--- config.mk ---
export PLATFORM = sky130hd
export DESIGN_NAME = edge_event_arbiter
export DESIGN_NICKNAME = d
export VERILOG_FILES = /design/src/rtl/edge_event_arbiter.sv
export SDC_FILE = /design/constraint.sdc
export NUM_CORES = 1
export LEC_CHECK = 0
export CORE_MARGIN = 4
export CORE_UTILIZATION = 45
export DETAILED_ROUTE_END_ITERATION = 8
export GPL_TIMING_DRIVEN = 0
export PLACE_DENSITY_LB_ADDON = 0.25
export SYNTH_ARGS = -nofsm -noshare
export SYNTH_HDL_FRONTEND = slang
export SYNTH_SLANG_ARGS = --single-unit
export TNS_END_PERCENT = 20
--- constraint.sdc ---
create_clock -name clk -period 2 [get_ports clk]
set_input_delay 0.4 -clock clk [delete_from_list [all_inputs] [get_ports clk]]
set_output_delay 0.4 -clock clk [all_outputs]
set_load 0.02 [all_outputs]
--- src/rtl/edge_event_arbiter.sv ---
// edge_event_arbiter
// Latches rising edges on N event lines into pending flags and serves them
// one at a time to a shared consumer over valid/ready, round-robin order.
// A lost edge (re-edge while already pending and not being granted) sets a
// sticky per-line overflow bit.

module edge_event_arbiter #(
    parameter int N     = 4,
    parameter int IDX_W = (N > 1) ? $clog2(N) : 1,
    parameter int CNT_W = 8
) (
    input  logic             clk,
    input  logic             rst,
    input  logic [N-1:0]     in,
    output logic             evt_valid,
    input  logic             evt_ready,
    output logic [IDX_W-1:0] evt_idx,
    output logic [N-1:0]     pending,
    output logic [N-1:0]     overflow,
    input  logic             ovf_clr,
    output logic [CNT_W-1:0] evt_cnt
);

    localparam logic [0:0] S_IDLE  = 1'b0;
    localparam logic [0:0] S_OFFER = 1'b1;

    logic [0:0]       state;
    logic [N-1:0]     in_q;
    logic [N-1:0]     prev;
    logic [N-1:0]     edge_det;
    logic [N-1:0]     grant;
    logic             handshake;
    logic [IDX_W-1:0] ptr;
    logic [IDX_W-1:0] next_ptr;
    logic [N-1:0]     pick_vec;
    logic [IDX_W-1:0] pick_start;
    logic [IDX_W-1:0] pick_idx;
    logic             pick_found;

    // evt_valid is a direct decode of the state flop, so it stays registered
    assign evt_valid = (state == S_OFFER);
    assign handshake = evt_valid & evt_ready;
    assign edge_det  = in_q & ~prev;

    // one-hot grant of the offered line on a handshake
    always_comb begin
        grant = '0;
        for (int i = 0; i < N; i++) begin
            grant[i] = handshake && (evt_idx == IDX_W'(i));
        end
    end

    // pointer just past the offered line, wrapping at N-1
    assign next_ptr = (evt_idx >= IDX_W'(N - 1)) ? '0 : evt_idx + IDX_W'(1);

    // idle searches all pending lines from ptr; on a handshake the granted
    // line is masked (a re-edge of it waits for its turn) and search starts
    // just past it
    assign pick_vec   = (state == S_OFFER) ? (pending & ~grant) : pending;
    assign pick_start = (state == S_OFFER) ? next_ptr : ptr;

    // round-robin pick: first set bit at or after pick_start, with wrap
    always_comb begin
        int k;
        k          = 0;
        pick_found = 1'b0;
        pick_idx   = '0;
        for (int j = 0; j < N; j++) begin
            k = int'(pick_start) + j;
            if (k >= N) k = k - N;
            if (!pick_found && pick_vec[k]) begin
                pick_found = 1'b1;
                pick_idx   = IDX_W'(k);
            end
        end
    end

    // input sampling; in_q just follows the line, so a line held high through
    // reset sees prev=1 afterwards and produces no edge
    always_ff @(posedge clk) begin
        in_q <= in;
    end

    // edge history, pending and sticky overflow flags
    always_ff @(posedge clk) begin
        if (rst) begin
            prev     <= '1;
            pending  <= '0;
            overflow <= '0;
        end else begin
            prev     <= in_q;
            pending  <= edge_det | (pending & ~grant);
            overflow <= (overflow & {N{~ovf_clr}}) | (edge_det & pending & ~grant);
        end
    end

    // arbiter FSM: offer one index at a time, chain directly on handshake
    always_ff @(posedge clk) begin
        if (rst) begin
            state   <= S_IDLE;
            evt_idx <= '0;
            ptr     <= '0;
            evt_cnt <= '0;
        end else if (state == S_IDLE) begin
            if (pick_found) begin
                evt_idx <= pick_idx;
                state   <= S_OFFER;
            end
        end else begin
            if (evt_ready) begin
                evt_cnt <= evt_cnt + CNT_W'(1);
                ptr     <= next_ptr;
                if (pick_found) evt_idx <= pick_idx;
                else            state   <= S_IDLE;
            end
        end
    end

endmodule

Yosys cells after proc, flatten, opt, wreduce, memory -nomap -nowiden. Index checks and enable logic that the tools add are counted.

Logic and storage cells: 86. Output and inout port bits: 19. Input port bits: 8. Register bits: 29.

Order comparisons: 9. Reduce and logical (&&, ||, !) cells: 12. Mux-type cells: 33. Bitwise logic cells: 11. Add/sub/neg operators: 9. Eq/ne operators: 4.

Operators with widths (count): < comparator 32 x 4 -> 1 bit, second input constant (4); 2-to-1 mux 32 bit (4); AND 4 bit (5); 2-to-1 mux 2 bit (9); 2-to-1 mux 1 bit (15); subtractor 3 x 3 -> 4 bit, second input constant (3); greater-or-equal comparator 3 bit, second input constant (3); adder 8 x 1 -> 8 bit, second input constant (1); binary-select mux 1 bit (select 2 bit) (4); NOT 4 bit (2); OR 4 bit (2); logical AND 1 bit (7); adder 2 x 2 -> 3 bit, second input constant (2); == test 2 bit, second input constant (2); 2-to-1 mux 4 bit (1); subtractor 2 x 3 -> 4 bit, second input constant (1); adder 2 x 1 -> 3 bit, second input constant (1); greater-or-equal comparator 2 x 3 -> 1 bit, second input constant (1); zero test 1 bit (3); adder 2 x 1 -> 2 bit, second input constant (1); == test 2 x 1 -> 1 bit, second input constant (1); greater-or-equal comparator 2 bit, second input constant (1); zero test 2 bit (1); != test 2 bit, second input constant (1); other kinds (3) (3).

Logic depth before layout (Yosys ltp).
Depth after elaboration: 21. Gate-level depth with buffers: 7. Mapped depth without buffers: 7.

Worst setup path after synthesis. Ideal clock, no wire load.

Path type: register to register. Start point: reg evt_idx[0]. End point: reg evt_idx[0]. Arrival time: 1.735 ns. Period minus slack after synthesis: 1.856 ns. Path buffers: 0. Library setup time: 0.121 ns. Data required time: 1.879 ns. Setup slack: 0.144 ns. Cell stages (with the launch flop): 8. Path through: dfxtp_1 > inv_1 > ha_1 > mux2_4 > o211ai_2 > and2b_1 > a211oi_2 > mux2_2.

Word-level cells in the longest chain between the ends: 21. Elaborated cells between the ends (all ways): 59. Classes of those cells: add/sub: 8; order compare: 5; eq/ne: 3; mux: 30; bitwise: 2; reduce/logical: 11.

RTL lines: from (decl) (RTL line 17) `output logic [IDX_W-1:0] evt_idx,`; from (signal assigned) (RTL line 106) `evt_idx <= pick_idx;`; from (signal assigned) (RTL line 113) `if (pick_found) evt_idx <= pick_idx;`; adder 2 x 1 -> 2 bit or greater-or-equal comparator 2 bit (tied branches) (RTL line 54) `assign next_ptr = (evt_idx >= IDX_W'(N - 1)) ? '0 : evt_idx + IDX_W'(1);`; 2-to-1 mux 2 bit * (RTL line 54); via next_ptr[1] (RTL line 34) `logic [IDX_W-1:0] next_ptr;`; 2-to-1 mux 2 bit * (RTL line 60) `assign pick_start = (state == S_OFFER) ? next_ptr : ptr;`; parallel branches: the longest is 15 deep, another holds subtractor 3 x 3 -> 4 bit; 2-to-1 mux 2 bit * (RTL line 105, 113); 2-to-1 mux 2 bit (RTL line 110) `if (evt_ready) begin`; 2-to-1 mux 2 bit * (RTL line 104) `end else if (state == S_IDLE) begin`.

Mark *: on every way through the listed nets, which the timed path passes. The select of a mux whose other input is x is not followed. A chain may end at the register's enable or synchronous reset.

Final worst setup path.
Start point: reg evt_idx[1]. End point: reg evt_idx[0].

Same word-level chain as after synthesis.

==> out/metrics.csv <==
metric,value,unit
pre-CTS WS,-0.0991,ns
status,finished clean,
commonest cells in the netlist,"dfxtp_1 (29), nand2_1 (13), nor2_1 (13)",
number of enable flip-flop cells after synthesis,0,
Core Region,0.00273,mm²
minimum clock period,1.84,ns
first-pass GRT wire length,4570,µm
Routed WL per cell,13.7,µm
post-DR vias/cell,5.23,
number of setup buffers added after CTS,0,
Starting Density,47.0,%
Post-CTS Hold Fix Bufs,0,
fmax,544,MHz
clock-pin slew on the worst setup and hold paths,0.09,ns
peak fanout along the critical path,5,
cell count after synthesis,134,
1st-iter DRT viols,22,
RSZ-0062 raised after global routing,false,
vias in the first global route,1039,
max cap viols,0,
initial antenna violation count,0,
"area leader, netlist",dfxtp_1,
Site Rows,19,
sequential fraction of the synthesis area,45.2,%
asr flop ratio synth,0,%
clock skew,0.00450,ns
width of the chip,61.4,µm
Die Y,61.4,µm
DRC errors left,0,
Fin Hold WS,0.454,ns
Worst Path Required,2.21,ns
TritonCTS clock tree,yes,
Final Hold Fails,0,
Worst Path Arrival,2.04,ns
fraction of layout cells with a size suffix above 1,16.8,%
CTS Buf Count,5,
nets,179,
placed cell areas,0.00157,mm²
leakage,0.643,nW
HP Class,flop to flop,
Ports,27,
hpwl dp,2080,µm
final wirelength,2720,µm
Mapped Area,0.00128,mm²
IO Port Bufs,25,
top cell type's share of synthesized area,45.2,%
CTS H-tree lvls,2,
Pwr Density,807,mW/mm²
Seq cells post-synth,29,
"antenna viol nets, final",0,
post-route clock period utilization,91.9,%
syn avg cell area,9.58,µm²
Post-Layout Cell Count,198,
die area,0.00377,mm²
Ys Warns,0,
Yosys cell types,40,
clock latency on the worst-skew pair,0.32,ns
Slew Limit Fails,0,
Antenna diodes,0,
synth top area cells,"dfxtp_1 (45%), ha_1 (4.9%), a21oi_1 (3.9%), nand2_1 (3.8%), nor2_1 (3.8%)",
clock sinks,29,
syn nets,147,
via count,1035,
Slew @ Worst Pin,0.489,ns
global-route usage over all layers,16.9,%
Main synth FF type,dfxtp_1,
Root Buffer,clkbuf_4,
DRT Pass-1 Iters,4,
Rel. slew slack,67.4,%
worst setup path class,flop to flop,
placed insts,190,
area grow syn2layout,29.5,%
CP startpoint kind,flop,
setup violators final,0,
GPL Wtd Cong,0.839,
pin count of the biggest net entering global routing,11,
VDD IR max,0.000709,V
worst setup margin,0.163,ns
"count leader, synth",dfxtp_1,
CP endpoint kind,flop,
post-route cell area,0.00166,mm²
Max clock buf depth,2,
grt total ovfl,0,
Fillers,241,
-- layout make-up --
type,count,area [µm²],share of cell area (%)
tap,31,38.8,2.33
multi-input combinational,93,638,38.4
inverter,7,26.3,1.58
clock buffer,7,55.1,3.31
sequential,29,582,35.0
clock inverter,1,30.0,1.81
buffer,5,42.5,2.56
timing repair buffer,25,250,15.0
-- cell usage in the layout (no fill, tap or decap), types with 4 or more instances in the layout --
master,netlist,routed
ha_1,5,5
dfxtp_1,29,28
clkbuf_4,0,5
xor2_1,4,4
nor2_1,13,13
clkbuf_1,3,4
nand2_1,13,13
or2_2,4,4
a21oi_1,10,10
o21ai_0,4,4
clkdlybuf4s50_1,0,25
inv_1,7,7
-- layer usage --
metal  wire (µm)  vias to the layer above  GRT usage [%]
li1            -                      528              -
met1        1140                      478           18.8
met2        1370                       25           29.0
met3         160                        4           6.50
met4          40                        0           6.36
met5           0                        -              0
-- logic make-up after synthesis --
group           synth area share, %
xor+xnor                       3.41
compound gates                 17.8
buf+inv                        5.36
flops                          45.2
fa+ha+maj                      4.87
simple gates                   20.5
mux                            2.83
-- sequential cells by signal, indices dropped and copies added, names as in the netlist --
register   flops
evt_cnt        8
evt_idx        2
evt_valid      1
in_q           4
overflow       4
pending        4
prev           4
ptr            2
-- timing repair --
| action | 4_1_cts | 5_1_grt |
|---|---|---|
| setup endpoints to repair | 0 | 2 |
| hold endpoints to repair | 0 | 0 |
| gates resized for setup | 0 | 2 |
-- worst paths after layout --
check        startpoint         end  slack [ns]  cells after the start
max          evt_idx[1]  evt_idx[0]        0.16                      7
min             in_q[3]     prev[3]        0.45                      1
max reg2reg  evt_idx[1]  evt_idx[0]        0.16                      7
min reg2reg     in_q[3]     prev[3]        0.45                      1
-- critical path: stages, from the launching register on --
cell and delay (ns):
dfxtp_1 0.41, inv_1 0.08, ha_1 0.33, mux2_4 0.29
o211ai_2 0.09, and2b_1 0.19, a211oi_2 0.08, mux2_2 0.26
-- report_power, final --
| part | leakage, nW | switching [mW] | total (mW) | internal, mW |
|---|---|---|---|---|
| Clock | 0.0455 | 0.193 | 0.492 | 0.298 |
| Sequential | 0.238 | 0.0239 | 0.628 | 0.604 |
| Combinational | 0.359 | 0.115 | 0.222 | 0.106 |
-- metrics by stage --
stage	power [mW]	setup TNS [ns]	util (%)
2_1_floorplan	0.785	0	-
3_3_place_gp	0.850	-0.0441	57.5
3_5_place_dp	0.860	-0.212	57.5
4_1_cts	1.36	0	60.6
5_1_grt	1.41	0	60.8
6_report	1.34	0	60.8
(Power assumes the default switching activity.)
